### src/rtl/dmem_store_buffer.sv
// Data-memory stage: posted stores go into a FIFO that drains to word memory over a req/ack port.
// Loads read memory or, with DMEM_SB_FORWARD_EN defined, are forwarded from the buffer on a hit.
module dmem_store_buffer #(
   parameter int SB_DEPTH   = 4,
   parameter int ADDR_WIDTH = 32
) (
   input  logic                      clock,
   input  logic                      reset,
   input  logic [ADDR_WIDTH-1:0]     cpu_addr,
   input  logic [31:0]               cpu_wd,
   input  logic                      cpu_we,
   input  logic                      cpu_re,
   output logic [31:0]               cpu_rd,
   output logic                      cpu_stall,
   output logic                      mem_req,
   output logic                      mem_we,
   output logic [ADDR_WIDTH-3:0]     mem_addr,
   output logic [31:0]               mem_wd,
   input  logic                      mem_ack,
   input  logic [31:0]               mem_rdata,
   output logic [$clog2(SB_DEPTH):0] sb_count,
   output logic                      sb_empty
);

   localparam int PW = $clog2(SB_DEPTH);
   localparam int CW = PW + 1;
   localparam int WW = ADDR_WIDTH - 2;

   typedef enum logic [1:0] {IDLE, WRITE, READ, RESP} state_t;

   state_t        state, state_nxt;
   logic [WW-1:0] ent_addr [SB_DEPTH];
   logic [31:0]   ent_data [SB_DEPTH];
   logic [PW-1:0] wr_ptr, rd_ptr, scan_idx;
   logic [CW-1:0] count;
   logic [WW-1:0] cpu_word, addr_q;
   logic [31:0]   wd_q, rdata_q, hit_data;
   logic          full, empty, push, pop, ld_req, ld_miss, hit, fwd;

   assign cpu_word = cpu_addr[ADDR_WIDTH-1:2];
   assign full     = (count == CW'(SB_DEPTH));
   assign empty    = (count == '0);
   assign ld_req   = cpu_re && !cpu_we;
   assign push     = cpu_we && !full;
   assign pop      = (state == WRITE) && mem_ack;
   assign ld_miss  = ld_req && !hit;

`ifdef DMEM_SB_FORWARD_EN
   assign fwd = ld_req && hit && (state != RESP);
`else
   assign fwd = 1'b0;
`endif

   // Scan oldest to youngest so the last match seen is the youngest entry.
   // NOTE: every variable assigned in always_comb gets a default first, otherwise a latch is inferred.
   always_comb begin
      hit      = 1'b0;
      hit_data = '0;
      scan_idx = '0;
      for (int k = 0; k < SB_DEPTH; k++) begin
         scan_idx = rd_ptr + PW'(k);
         if ((CW'(k) < count) && (ent_addr[scan_idx] == cpu_word)) begin
            hit      = 1'b1;
            hit_data = ent_data[scan_idx];
         end
      end
   end

   // NOTE: sequential state uses non-blocking assignments so every flop samples pre-edge values.
   always_ff @(posedge clock or negedge reset) begin
      if (!reset) begin
         wr_ptr <= '0;
         rd_ptr <= '0;
         count  <= '0;
      end else begin
         if (push) wr_ptr <= wr_ptr + 1'b1;
         if (pop)  rd_ptr <= rd_ptr + 1'b1;
         if (push && !pop)      count <= count + 1'b1;
         else if (pop && !push) count <= count - 1'b1;
      end
   end

   // NOTE: entry storage has no reset; the pointers and count alone decide which entries are valid.
   always_ff @(posedge clock) begin
      if (push) begin
         ent_addr[wr_ptr] <= cpu_word;
         ent_data[wr_ptr] <= cpu_wd;
      end
   end

   always_ff @(posedge clock or negedge reset) begin
      if (!reset) state <= IDLE;
      else        state <= state_nxt;
   end

   // A pending load miss takes the port ahead of draining; a hit without forwarding drains first.
   always_comb begin
      state_nxt = state;
      case (state)
         IDLE: begin
            if (ld_miss)     state_nxt = READ;
            else if (!empty) state_nxt = WRITE;
         end
         WRITE:   if (mem_ack) state_nxt = IDLE;
         READ:    if (mem_ack) state_nxt = RESP;
         RESP:    state_nxt = IDLE;
         default: state_nxt = IDLE;
      endcase
   end

   always_comb begin
      mem_req = (state == WRITE) || (state == READ);
      mem_we  = (state == WRITE);
      cpu_rd  = fwd ? hit_data : rdata_q;
      if (cpu_we)      cpu_stall = full;
      else if (ld_req) cpu_stall = !((state == RESP) || fwd);
      else             cpu_stall = 1'b0;
   end

   // Transaction fields are latched when leaving IDLE and stay frozen while mem_req is high.
   always_ff @(posedge clock or negedge reset) begin
      if (!reset) begin
         addr_q  <= '0;
         wd_q    <= '0;
         rdata_q <= '0;
      end else begin
         if (state == IDLE && state_nxt == READ) begin
            addr_q <= cpu_word;
         end else if (state == IDLE && state_nxt == WRITE) begin
            addr_q <= ent_addr[rd_ptr];
            wd_q   <= ent_data[rd_ptr];
         end
         if (state == READ && mem_ack) rdata_q <= mem_rdata;
         else if (fwd)                 rdata_q <= hit_data;
      end
   end

   assign mem_addr = addr_q;
   assign mem_wd   = wd_q;
   assign sb_count = count;
   assign sb_empty = empty;

endmodule

### config.mk
export PLATFORM = sky130hd
export DESIGN_NAME = dmem_store_buffer
export DESIGN_NICKNAME = d
export VERILOG_FILES = /design/src/rtl/dmem_store_buffer.sv
export SDC_FILE = /design/constraint.sdc
export NUM_CORES = 1
export LEC_CHECK = 0
export CORE_ASPECT_RATIO = 1.5
export CORE_MARGIN = 5
export CORE_UTILIZATION = 51
export DETAILED_ROUTE_END_ITERATION = 8
export MAX_ROUTING_LAYER = met4
export PLACE_DENSITY = 0.8
export REMOVE_ABC_BUFFERS = 1
export SYNTH_ARGS = -nofsm -noshare
export SYNTH_HDL_FRONTEND = slang
export SYNTH_SLANG_ARGS = --single-unit
### constraint.sdc
create_clock -name clock -period 7.73 [get_ports clock]
set_clock_uncertainty 0.15 [all_clocks]
set_input_delay 1.546 -clock clock [delete_from_list [all_inputs] [get_ports clock]]
set_output_delay 1.546 -clock clock [all_outputs]
set_load 0.02 [all_outputs]
# [Word-level counts from Yosys, hierarchy flattened]
# Memories as Yosys holds them, arrays and structs flattened. A register that Yosys moved wholly into a read port is not among the register bits.
# Cells that the tools add are included.
[classes] add_sub_neg=6 muxes=17 n_lt_le_gt_ge=4 eq_ne=10 reduce_logical=26 n_bitwise=1
[op_table] cell="30-bit == test" count=4
[op_table] cell="30-bit 2-to-1 mux" count=2
[op_table] cell="1-bit logical AND" count=13
[op_table] cell="1-bit 2-to-1 mux" count=8
[op_table] cell="2-bit 2-to-1 mux" count=4
[op_table] cell="2-bit one-hot mux with 4 select lines" count=1
[op_table] cell="1-bit logical NOT" count=7
[op_table] cell="2-bit == test (second input constant)" count=3
[op_table] cell="1-bit by 3-bit < comparator with 1-bit output (first input constant)" count=2
[op_table] cell="2-bit by 3-bit < comparator with 1-bit output (first input constant)" count=2
[op_table] cell="3-bit 2-to-1 mux" count=2
[op_table] cell="2-bit by 1-bit adder with 2-bit output (second input constant)" count=2
[op_table] cell="2-bit adder (second input constant)" count=2
[op_table] cell="2-bit by 1-bit == test with 1-bit output (second input constant)" count=2
[op_table] cell="2-bit nonzero test" count=2
[op_table] cell="3-bit by 1-bit adder with 3-bit output (second input constant)" count=1
[op_table] cell="3-bit == test (second input constant)" count=1
[op_table] cell="3-bit logical NOT" count=1
[op_table] cell="3-bit by 1-bit subtractor with 3-bit output (second input constant)" count=1
[op_table] cell="2-bit logical NOT" count=1
[op_table] cell="2-bit AND reduction" count=1
[op_table] cell="1-bit logical OR" count=1
[op_table] cell="1-bit inverter" count=1
[totals] ramBits=248 out_inout_bits=101 inputBits=101 register_bits=71 mem_count=2
[mem_list] name="ent_data" depth=4 width=32 rd=1 rd_clocked_by_memory_dff=1 wr=1 line_no="33" source="logic [31:0] ent_data [SB_DEPTH];"
[mem_list] name="ent_addr" depth=4 width=30 rd=4 rd_clocked_by_memory_dff=0 wr=1 line_no="32" source="logic [WW-1:0] ent_addr [SB_DEPTH];"

# [Logic depth before layout (Yosys ltp)]
# An unclocked memory read counts as a cell.
[depth] ltp_word=15 mapped_depth=14 ltp_nobuf=9

# [Worst setup path after synthesis]
# OpenSTA, ideal clock, no wires.
[synth_path] path_kind="input to register" from="in cpu_addr[5]" to="reg wd_q[0] (netlist: mem_wd[0]) (read register of ent_data)" cell_stages=10 arrival_ps=4289 n_path_buf=2 slack_ps=3164 path_cell_list="clkbuf_1 nand2b_1 mux2i_1 or4_1 or4_1 nor4_1 a22oi_1 a21boi_2 buf_4 mux2_1"
[synth_between] elab_chain_len=14
[synth_lines] element="from (decl)" line_no="9" source="input logic [ADDR_WIDTH-1:0] cpu_addr,"
[synth_lines] element="30-bit == test" line_no="62" source="if ((CW'(k) < count) && (ent_addr[scan_idx] == cpu_word)) begin"
[synth_lines] element="1-bit logical AND" line_no="62"
[synth_lines] element="1-bit 2-to-1 mux (3 in a row)" line_no="62"
[synth_lines] element="1-bit 2-to-1 mux (*)" line_no="62"
[synth_lines] element="1-bit logical NOT (*)" line_no="46" source="assign ld_miss = ld_req && !hit;"
[synth_lines] element="1-bit logical AND (*)" line_no="46"
[synth_lines] element="2-bit 2-to-1 mux (*)" line_no="101" source="if (ld_miss) state_nxt = READ;"
[synth_lines] element="2-bit one-hot mux with 4 select lines (*)" line_no="99" source="case (state)"
[synth_lines] element="2-bit == test" line_no="127" source="if (state == IDLE && state_nxt == READ) begin"
[synth_lines] element="1-bit logical AND" line_no="127"
[synth_lines] element="1-bit inverter (no line)"
[synth_lines] element="2-bit AND reduction (no line) (*)"
[synth_lines] element="to (decl)" line_no="37" source="logic [31:0] wd_q, rdata_q, hit_data;"
# Mark *: on every way between the ends. The rest lies on a longest branch, timed or not.
# A chain may end at the register's enable or synchronous reset.

# [Worst setup path in the final report]
[layout_path] from="in cpu_addr[27]" to="reg wd_q[15] (netlist: mem_wd[15]) (read register of ent_data)"
# The elaborated chain is that of the path after synthesis.

==> out/metrics.cfg <==
[pwr]
sw_frac_of_total_pct = 36.2
share_comb_of_total_power_pct = 46.0
seq_power_share_pct = 34.4
power_density_nw_per_um2 = 418
internal_power_mw = 5.54
netSwitchingPower_mw = 3.15
peakVddDrop_v = 0.000237
power_frac_clock_pct = 19.7
total_leakage_power_nw = 7.33

[final_layout]
area_growth_syn_to_layout_pct = 19.6
share_of_final_layout_standard_cells_stronger_than_drive_strength_1_pct = 17.1
layout.core_utilization_pct = 62.0
nets = 1381
finalInstanceArea_um2 = 20800

[critical_path]
worst-path-stages = 11
r2r-end = mem_addr[27]$_DFFE_PN0P_
timing.critical_path.max_delay_family = buffers and inverters
timing.rr.start = rd_ptr[0]$_DFFE_PN0P_
required_ns = 7.98
worst_ep_arrival_time_ns = 5.82
critPathLaunch = cpu_addr[27]
cp_cell_instances = clkdlybuf4s50_1 > and2_1 > a22o_1 > or4_1 > or4_1 > nor4_1 > a22oi_2 > buf_4 > a21boi_4 > buf_4 > mux2_1
timing.setup.critical_path_class = in2reg
rr_worst_depth = 10
cp_max_delay_cell = sky130_fd_sc_hd__clkdlybuf4s50_1
critical_path.endpoint = mem_wd[15]$_DFFE_PN0P_
critical_path.max_fanout = 40
worst_setup_path_start_kind = input port
worst-r2r-setup-slack_ns = 2.41
endpoint_kind = register
wp_buf_inv = 3
cp_slowest_stage_delay_ns = 0.78

[drt]
vias_per_cell = 6.35
post-route-drc-count = 0
wirelength_um = 42700
first_iter_violations = 870
dr_total_vias = 10900
routedWlPerCell_um = 24.9
post_detailed_route_count_of_antenna_violating_nets = 0
drt_first_pass_iters = 6

[sta]
final_hold_viol_count = 0
worst_slew_pin_slew_ns = 1.27
rsz_0062_raised_after_global_routing = false
timing.final.setup_violations = 0
max_freq_mhz = 180
drv_slew = 0
remaining_max_slew_budget_at_the_tightest_pin_pct = 15.2
fin_crit_ns = 5.57
timing.final.crit_share_pct = 72.1
final.setup.tns_ns = 0

[floorplanning]
number_of_i_o_pins = 202
chipHeight_um = 236
initial_core_util_pct = 51.8
floorplan.die.width_um = 161
design.die.area_um2 = 37900
fp-row-count = 82
fp.coreArea_um2 = 33500

[clocking]
cts_root_buf = sky130_fd_sc_hd__clkbuf_16
cts_resized = 0
tritoncts_clock_tree = yes
cts.htree.levels = 2
path_clk_slew_ns = 0.06
post_cts_hold_buffer_count = 0
clock_tree.buffer_depth = 3
cts_post_setup_buffers_inserted = 0
clkSinkCount = 351
clkLatencyLatePin_ns = 0.53
cts_inserted_buffers = 34

[logic_synthesis]
portion_of_synthesized_cell_area_occupied_by_the_leading_cell_type_pct = 42.9
synth_seq_area_share_pct = 57.7
post-synth-top-count-cell = sky130_fd_sc_hd__edfxtp_1
syn-mean-instance-area_um2 = 15.7
post_synthesis_cell_count = 1107
synth_edf_count = 248
synth.ff_latch_count = 351
yosysTopAreaCell = sky130_fd_sc_hd__edfxtp_1
synth_ff_type = sky130_fd_sc_hd__edfxtp_1
ys.warnings.count = 0
synth_area_leaders = sky130_fd_sc_hd__edfxtp_1 (43%), sky130_fd_sc_hd__dfrtp_1 (15%), sky130_fd_sc_hd__mux4_2 (14%)
asyncSetResetFlopFracSynth_pct = 29.3
synth_cell_types = 58
synthesized_area_um2 = 17400
yosys-top-cells-count = sky130_fd_sc_hd__edfxtp_1 (248), sky130_fd_sc_hd__mux4_2 (105), sky130_fd_sc_hd__dfrtp_1 (103)

[grt]
grt_pass1_wl_um = 66300
first_global_vias = 11300
globalRouteTotalUtil_pct = 23.1
grt_max_degree = 63
grt_overflow = 0
antenna_violations_before_repair = 1

[placement]
io_buffers = 199
dpl_cell_area_um2 = 19600
dp_hpwl_um = 28200
routabilityCongestion = 1.06

[outcome]
result_of_the_run = finished, final reports clean

[worst_hold_path]
worst_hold_path_type = reg2reg

[flow_run]
maxCapViolations = 0

[routing by layer]
metal,vias to the layer above,GRT usage [%],part of all wire [%]
li1,4715,-,-
met1,5489,26.0,36
met2,521,38.0,50
met3,137,5.45,7.6
met4,0,12.6,6.3
met5,-,-,0
[worst register-to-register path, cell delays in order (launching register included)]
cell	delay, ns
sky130_fd_sc_hd__dfrtp_4	0.89
sky130_fd_sc_hd__buf_4	0.67
sky130_fd_sc_hd__mux4_2	0.59
sky130_fd_sc_hd__xnor2_1	0.25
sky130_fd_sc_hd__nand3_1	0.13
sky130_fd_sc_hd__nor4_1	0.48
sky130_fd_sc_hd__nand4_1	0.15
sky130_fd_sc_hd__and4b_2	0.56
sky130_fd_sc_hd__a31o_1	0.61
sky130_fd_sc_hd__buf_4	0.35
sky130_fd_sc_hd__a221o_1	0.38
[stage by stage]
step / hold WS (ns) / power (mW) / std cells / setup WS, ns
finish: 0.336 / 8.69 / 1711 / 2.16
global route: 0.353 / 9.14 / 1711 / 2.04
CTS: 0.342 / 8.75 / 1710 / 2.26
detailed placement: 0.327 / 7.02 / 1650 / 1.71
global placement: 0.318 / 6.93 / 1650 / 1.77
floorplan: 0.430 / 5.90 / 1014 / -3.08
[flip-flops by register name (all words and copies together) (netlist names), 3 cells and up]
register  flops
ent_addr    120
ent_data    128
sb_count      3
cpu_rd       32
mem_wd       32
mem_addr     30
[final cells by class]
| type | count | area [µm²] |
|---|---|---|
| antenna | 1 | 2.50 |
| clock buffer | 46 | 958 |
| clock inverter | 14 | 193 |
| fill | 2445 | 12800 |
| inverter | 17 | 63.8 |
| multi-input combinational | 646 | 6870 |
| sequential | 351 | 10000 |
| tap | 420 | 526 |
| timing repair buffer | 216 | 2140 |
[power by group through the flow]
| stage | registers (mW) | clock network, mW | logic [mW] |
|---|---|---|---|
| floorplan | 3.45 | 0 | 2.45 |
| global route | 3.06 | 1.83 | 4.25 |
| detailed placement | 3.02 | 0 | 3.99 |
| CTS | 2.99 | 1.75 | 4.01 |
| global placement | 2.99 | 0 | 3.95 |
| finish | 2.98 | 1.71 | 3.99 |
[kinds of logic (layout without fill, tap and decap cells)]
| logic type | after synthesis | count (layout) | share of synthesized area (%) |
|---|---|---|---|
| buffers and inverters | 110 | 293 | 2.97 |
| XOR/XNOR | 109 | 109 | 5.49 |
| AND/OR/NAND/NOR | 122 | 122 | 3.52 |
| other | 0 | 1 | 0 |
| multiplexers | 261 | 261 | 23.2 |
| AO/OA/AOI/OAI | 140 | 140 | 6.14 |
| adder cells (fa/ha/maj) | 14 | 14 | 1.01 |
| flip-flops | 351 | 351 | 57.7 |
[cells in the final DEF (no fill, tap or decap), types with 15 or more instances in the layout]
| master | n |
|---|---|
| sky130_fd_sc_hd__a221o_1 | 30 |
| sky130_fd_sc_hd__a31oi_1 | 32 |
| sky130_fd_sc_hd__buf_4 | 16 |
| sky130_fd_sc_hd__clkbuf_16 | 36 |
| sky130_fd_sc_hd__clkdlybuf4s50_1 | 198 |
| sky130_fd_sc_hd__dfrtp_1 | 101 |
| sky130_fd_sc_hd__edfxtp_1 | 248 |
| sky130_fd_sc_hd__inv_1 | 17 |
| sky130_fd_sc_hd__mux2_1 | 34 |
| sky130_fd_sc_hd__mux2_2 | 38 |
| sky130_fd_sc_hd__mux2i_1 | 83 |
| sky130_fd_sc_hd__mux4_2 | 105 |
| sky130_fd_sc_hd__nand2_1 | 47 |
| sky130_fd_sc_hd__nor2_1 | 15 |
| sky130_fd_sc_hd__xnor2_1 | 80 |
| sky130_fd_sc_hd__xor2_1 | 29 |
[worst min-delay path by stage]
stage	start	end	slack [ns]	cells after the start
6_report	mem_wd[12]$_DFFE_PN0P_	mem_wd[12]$_DFFE_PN0P_	0.34	1
3_5_place_dp	mem_wd[12]$_DFFE_PN0P_	mem_wd[12]$_DFFE_PN0P_	0.33	1
3_3_place_gp	mem_wd[8]$_DFFE_PN0P_	mem_wd[8]$_DFFE_PN0P_	0.32	1
5_1_grt	mem_wd[12]$_DFFE_PN0P_	mem_wd[12]$_DFFE_PN0P_	0.35	1
2_1_floorplan	wr_ptr[1]$_DFFE_PN0P_	wr_ptr[1]$_DFFE_PN0P_	0.43	2
4_1_cts	mem_wd[12]$_DFFE_PN0P_	mem_wd[12]$_DFFE_PN0P_	0.34	1
Note: power is estimated with default switching activity, not from simulation.
